==> src/rtl/bin_to_bcd_pkg.sv <==
// Shared types and constants for the serial shift-and-add-3 binary-to-BCD converter.
package bin_to_bcd_pkg;

    typedef enum logic [1:0] {
        ST_IDLE  = 2'd0,
        ST_SHIFT = 2'd1,
        ST_DONE  = 2'd2
    } state_e;

    localparam int DIGIT_W = 4;

    // A digit at 5 or above would reach 10+ after the next doubling; adding 3 first
    // makes the doubled value carry into the next digit instead.
    localparam logic [DIGIT_W-1:0] BCD_ADJ_THRESH = 4'd5;
    localparam logic [DIGIT_W-1:0] BCD_ADJ_ADD    = 4'd3;

endpackage

==> src/rtl/bcd_digit_adj.sv <==
// Combinational conditional add-3 for one BCD work digit, applied before each left shift.
module bcd_digit_adj
    import bin_to_bcd_pkg::*;
(
    input  logic [DIGIT_W-1:0] digit_i,
    output logic [DIGIT_W-1:0] digit_o
);

    always_comb begin
        digit_o = digit_i;
        if (digit_i >= BCD_ADJ_THRESH) begin
            digit_o = digit_i + BCD_ADJ_ADD;
        end
    end

endmodule

==> src/rtl/bin_to_bcd_serial.sv <==
// Iterative binary-to-BCD converter: one bit per cycle, BIN_WIDTH+1 cycles start to done.
// Optional leading-zero blanking mask on digit_en is enabled by defining BIN_TO_BCD_LZ_BLANK_EN.
module bin_to_bcd_serial
    import bin_to_bcd_pkg::*;
#(
    parameter int BIN_WIDTH = 16,
    parameter int DIGITS    = 5
) (
    input  logic                   clock,
    input  logic                   reset,
    input  logic                   start,
    input  logic [BIN_WIDTH-1:0]   bin,
    output logic                   busy,
    output logic                   done,
    output logic [4*DIGITS-1:0]    bcd,
    output logic                   overflow,
    output logic [DIGITS-1:0]      digit_en,
    output logic [1:0]             dbg_state_o
);

    localparam int CNT_W  = $clog2(BIN_WIDTH + 1);
    localparam int WORK_W = DIGIT_W * DIGITS;
    localparam logic [CNT_W-1:0] CNT_LOAD = CNT_W'(BIN_WIDTH);
    localparam logic [CNT_W-1:0] CNT_ONE  = CNT_W'(1);

    // Handshake: start is a request sampled on a rising edge only while the FSM is idle;
    // busy is the not-ready indication, done is a one-cycle valid for bcd/overflow/digit_en.
    state_e             state_q, state_d;
    logic [CNT_W-1:0]   cnt_q, cnt_d;
    logic [BIN_WIDTH-1:0] sr_q, sr_d;
    logic [WORK_W-1:0]  work_q, work_d, work_adj;
    logic               ovf_work_q, ovf_work_d;
    logic               busy_q, busy_d;
    logic               done_q, done_d;
    logic [WORK_W-1:0]  bcd_q, bcd_d;
    logic               ovf_q, ovf_d;

    for (genvar g = 0; g < DIGITS; g++) begin : g_adj
        bcd_digit_adj u_adj (
            .digit_i (work_q[g*DIGIT_W +: DIGIT_W]),
            .digit_o (work_adj[g*DIGIT_W +: DIGIT_W])
        );
    end

    always_comb begin
        state_d    = state_q;
        cnt_d      = cnt_q;
        sr_d       = sr_q;
        work_d     = work_q;
        ovf_work_d = ovf_work_q;
        busy_d     = 1'b0;
        done_d     = 1'b0;
        bcd_d      = bcd_q;
        ovf_d      = ovf_q;
        case (state_q)
            ST_IDLE: begin
                if (start) begin
                    sr_d       = bin;
                    work_d     = '0;
                    ovf_work_d = 1'b0;
                    cnt_d      = CNT_LOAD;
                    state_d    = ST_SHIFT;
                end
            end
            ST_SHIFT: begin
                busy_d     = 1'b1;
                // Bit leaving the top digit would belong to a digit we do not have.
                work_d     = {work_adj[WORK_W-2:0], sr_q[BIN_WIDTH-1]};
                ovf_work_d = ovf_work_q | work_adj[WORK_W-1];
                sr_d       = sr_q << 1;
                cnt_d      = cnt_q - CNT_ONE;
                if (cnt_q == CNT_ONE) begin
                    state_d = ST_DONE;
                end
            end
            ST_DONE: begin
                done_d  = 1'b1;
                bcd_d   = work_q;
                ovf_d   = ovf_work_q;
                state_d = ST_IDLE;
            end
            default: begin
                state_d = ST_IDLE;
            end
        endcase
    end

    always_ff @(posedge clock) begin
        if (reset) begin
            state_q    <= ST_IDLE;
            cnt_q      <= '0;
            sr_q       <= '0;
            work_q     <= '0;
            ovf_work_q <= 1'b0;
            busy_q     <= 1'b0;
            done_q     <= 1'b0;
            bcd_q      <= '0;
            ovf_q      <= 1'b0;
        end else begin
            state_q    <= state_d;
            cnt_q      <= cnt_d;
            sr_q       <= sr_d;
            work_q     <= work_d;
            ovf_work_q <= ovf_work_d;
            busy_q     <= busy_d;
            done_q     <= done_d;
            bcd_q      <= bcd_d;
            ovf_q      <= ovf_d;
        end
    end

`ifdef BIN_TO_BCD_LZ_BLANK_EN
    logic [DIGITS-1:0] den_q, den_next;
    logic              seen;

    // A digit is significant if it or any more-significant digit is nonzero.
    always_comb begin
        den_next = '0;
        seen     = 1'b0;
        for (int i = DIGITS - 1; i >= 0; i--) begin
            seen        = seen | (|work_q[i*DIGIT_W +: DIGIT_W]);
            den_next[i] = seen;
        end
        den_next[0] = 1'b1;
    end

    always_ff @(posedge clock) begin
        if (reset) begin
            den_q <= '0;
        end else if (state_q == ST_DONE) begin
            den_q <= den_next;
        end
    end

    assign digit_en = den_q;
`else
    assign digit_en = '1;
`endif

    assign busy        = busy_q;
    assign done        = done_q;
    assign bcd         = bcd_q;
    assign overflow    = ovf_q;
    assign dbg_state_o = state_q;

endmodule

==> config.mk <==
export PLATFORM = sky130hd
export DESIGN_NAME = bin_to_bcd_serial
export DESIGN_NICKNAME = d
export VERILOG_FILES = /design/src/rtl/bin_to_bcd_pkg.sv /design/src/rtl/bcd_digit_adj.sv /design/src/rtl/bin_to_bcd_serial.sv
export SDC_FILE = /design/constraint.sdc
export NUM_CORES = 1
export LEC_CHECK = 0
export BUFFER_PORTS_ARGS = -buffer_cell sky130_fd_sc_hd__buf_2
export CORE_MARGIN = 2
export CORE_UTILIZATION = 35
export DETAILED_ROUTE_END_ITERATION = 10
export GPL_TIMING_DRIVEN = 0
export SETUP_SLACK_MARGIN = 0.5
export SLEW_MARGIN = 20
export SYNTH_ARGS = -nofsm -noshare
export SYNTH_HDL_FRONTEND = slang
export SYNTH_SLANG_ARGS = --single-unit
==> constraint.sdc <==
create_clock -name clock -period 1.4 [get_ports clock]
set_input_delay 0 -clock clock [delete_from_list [all_inputs] [get_ports clock]]
set_output_delay 0 -clock clock [all_outputs]
set_load 0.03 [all_outputs]
==> qor.csv <==
stage,metric,value,unit
worst_setup_path,CP required,1.67,ns
layout,Nets,535,
timing,Fin Hold WS,0.0127,ns
timing,fmax,0.726,GHz
logic_synthesis,Cells after Synth,386,
layout,"commonest cells after routing, fill and taps aside","dfxtp_1, buf_4, buf_6",
drt,"wirelength, routed",10500,µm
placed_design,IO Port Bufs,41,
drt,post-DR vias/cell,5.32,
timing,Layout Skew,0.00975,ns
logic_synthesis,sequential element share of the synthesized area,41.5,%
floorplanning,Row Count,35,
worst_setup_path,reg-to-reg endpoint,work_q[10],
clock_tree,TritonCTS clock tree,built,
logic_synthesis,Synth top area share,41.5,%
clock_tree,hold_buf cts,0,
placed_design,cell total after placement,542,
drt,drt wl/cell,17.0,µm
timing,# setup viols final,0,
timing,Rel. slew slack,61.9,%
layout,Layout fillers,720,
floorplanning,IO Pins,49,
floorplanning,core area,9110,µm²
power,clock share of power,36.2,%
logic_synthesis,Synth Cell Area,3230,µm²
power,P_int,3.18,mW
drt,1st-iter DRT viols,177,
floorplanning,Die Wd,100,µm
worst_setup_path,reg2reg setup slack,0.02,ns
worst_hold_path,hold path startpoint,bin[0],
layout,number of diodes,0,
worst_setup_path,element type at the critical path end,flip-flop,
power,P_sw,1.25,mW
floorplanning,Die H,100,µm
global_routing,total track usage,19.5,%
power,sw frac,28.2,%
layout,layout cells sized above 1,59.3,%
placed_design,DP HPWL,5610,µm
worst_setup_path,Crit Path Class,flip-flop to flip-flop,
clock_tree,clk buf depth,2,
clock_tree,clk_lat worst skew,0.35,ns
clock_tree,CTS Sinks,67,
logic_synthesis,largest area contributor in the synthesized netlist,dfxtp_1,
logic_synthesis,synth unique cells,40,
worst_setup_path,Worst Path Arrival,1.65,ns
clock_tree,clock buffer count from CTS,9,
outcome,run status,"finished, final reports clean",
logic_synthesis,"top cells by area, synth","dfxtp_1, a21oi_1, nand2_1, o221a_2, ha_1",
timing,Final period util,98.3,%
timing,Fin. Hold Viols,0,
power,Tot Pwr,4.43,mW
layout,final core occ,58.4,%
global_routing,first-pass GRT wire length,15500,µm
worst_setup_path,crit start category,flip-flop,
clock_tree,Clock Tree Root,clkbuf_8,
drt,Pre-antenna DRT Iters,4,
power,Flop pwr share,45.4,%
layout,Post-Layout Cell Count,620,
worst_setup_path,Worst Reg-to-Reg Cells,6,
drt,Residual DRC,0,
logic_synthesis,Post-synth EDFFs,0,
worst_setup_path,reg-to-reg startpoint,dbg_state_o[1],
worst_setup_path,worst-path maximum fanout,6,
clock_tree,clock-pin slew on the worst setup and hold paths,0.08,ns
global_routing,vias in the first global route,3189,
layout,"most common cell after layout, fill and taps aside",dfxtp_1,
timing,fin crit period,1.38,ns
logic_synthesis,Async SR Flop Fraction,0,%
logic_synthesis,Post-Syn Area per Cell,8.38,µm²
global_routing,initial antenna violation count,0,
power,power density over the cells,832,nW/µm²
power,combinational share of power,18.4,%
power,Static Leakage,2.16,nW
floorplanning,initial core utilization,35.5,%
placed_design,GPL Wtd Cong,0.793,
flow_run,max-cap check violation count,0,
logic_synthesis,Synth Flop Type,dfxtp_1,
worst_hold_path,Hold Path Depth,4,
global_routing,largest net degree at the start of global routing,13,
global_routing,global route overflow,0,
timing,Least-Margin Pin Slew,0.572,ns
logic_synthesis,post-synthesis register bit count,67,
drt,vias,3301,
power,VDD IR max,0.447,mV
floorplanning,die area,10000,µm²
timing,RSZ-0062 raised after global routing,true,
logic_synthesis,synth warn,0,
drt,post-detailed-route count of antenna-violating nets,0,
layout,Layout area overhead,64.6,%
worst_hold_path,worst hold path class,input port to flip-flop,
timing,fin. max-slew vios,0,
clock_tree,H-tree levels,3,
worst_hold_path,WHS Endpoint,sr_q[0],
[per-layer routing]
layer / vias to the layer above / GRT usage, % / part of all wire (%) / wire (µm)
li1: 1581 / - / - / -
met2: 91 / 33.8 / 51 / 5350
met3: 24 / 2.58 / 4.0 / 426
met4: 0 / 8.32 / 2.9 / 304
met1: 1605 / 24.3 / 42 / 4460
met5: - / 0 / 0 / 0
[flip-flops by register name, indices dropped and copies added, names as in the netlist, 2 cells and up]
| signal | cells |
|---|---|
| work_q | 20 |
| sr_q | 16 |
| bcd | 20 |
| dbg_state_o | 2 |
| cnt_q | 5 |
[metrics by stage]
stage / area [µm²] / setup TNS [ns] / setup slack, ns
CTS: 4610 / 0 / 0.0617
floorplan: 3420 / 0 / 0.163
global route: 5320 / -0.0888 / -0.0225
detailed placement: 3760 / -0.0971 / -0.0235
finish: 5320 / 0 / 0.0234
global placement: 3760 / -0.0185 / -0.0179
[cells by family after synthesis]
| logic type | Yosys count | synth area share (%) |
|---|---|---|
| muxes | 1 | 0.310 |
| other | 1 | 0.116 |
| adders and majority gates | 12 | 4.64 |
| xor gates and xnor gates | 5 | 1.35 |
| DFF | 67 | 41.5 |
| AOI/OAI and AO/OA | 108 | 23.4 |
| and+or+nand+nor | 132 | 20.1 |
| buffers and inverters | 60 | 8.55 |
[critical path: stages, from the launching register on]
cell       delay, ns
dfxtp_4         0.36
buf_6           0.13
nor3b_4         0.24
buf_6           0.19
clkbuf_16       0.16
o2111ai_2       0.09
o211ai_1        0.11
[power groups by stage]
stage,Clock [mW],Combinational (mW),Sequential [mW]
after global placement,0,0.508,2.06
final,1.60,0.814,2.01
after floorplan,0,0.380,2.06
after global routing,1.69,0.871,2.02
after CTS,1.61,0.676,2.00
after detailed placement,0,0.514,2.06
[worst max path at each step]
stage	to	start
5_1_grt	work_q[10]	dbg_state_o[1]
4_1_cts	work_q[14]	dbg_state_o[1]
2_1_floorplan	work_q[8]	work_q[5]
3_5_place_dp	work_q[14]	dbg_state_o[1]
6_report	work_q[10]	dbg_state_o[1]
3_3_place_gp	done	reset
[layout make-up]
class	count	area [µm²]	area share, %
plain buffers	34	328	6.16
clock buffers	11	163	3.06
clock inverters	5	32.5	0.611
inverters	26	108	2.02
multi-input cells	263	2300	43.3
flip-flops and latches	67	1380	26.0
well taps	111	139	2.61
repair buffers	103	866	16.3
[synthesized netlist by cell type, types with 2 or more instances]
master	instances
buf_1	2
o221a_2	15
o41ai_1	5
nand2_1	47
o21a_1	5
a2bb2oi_1	2
nor2b_1	22
o211ai_1	11
a21oi_1	44
clkbuf_1	10
inv_1	26
o2111ai_1	10
xnor2_1	5
ha_1	12
o21ai_0	9
nor2_1	22
or3_1	2
buf_4	7
nand3_1	21
nor4b_1	5
dfxtp_1	67
buf_2	14
nand2b_1	6
[timing repair]
item / CTS / global route
gates resized for setup: 83 / 153
endpoints found under the setup margin: 71 / 81
setup buffers: 39 / 15
pin swaps: 23 / 36
hold endpoints to repair: 0 / 0
gates cloned: 5 / 3
Power figures use the tool's default switching activity.
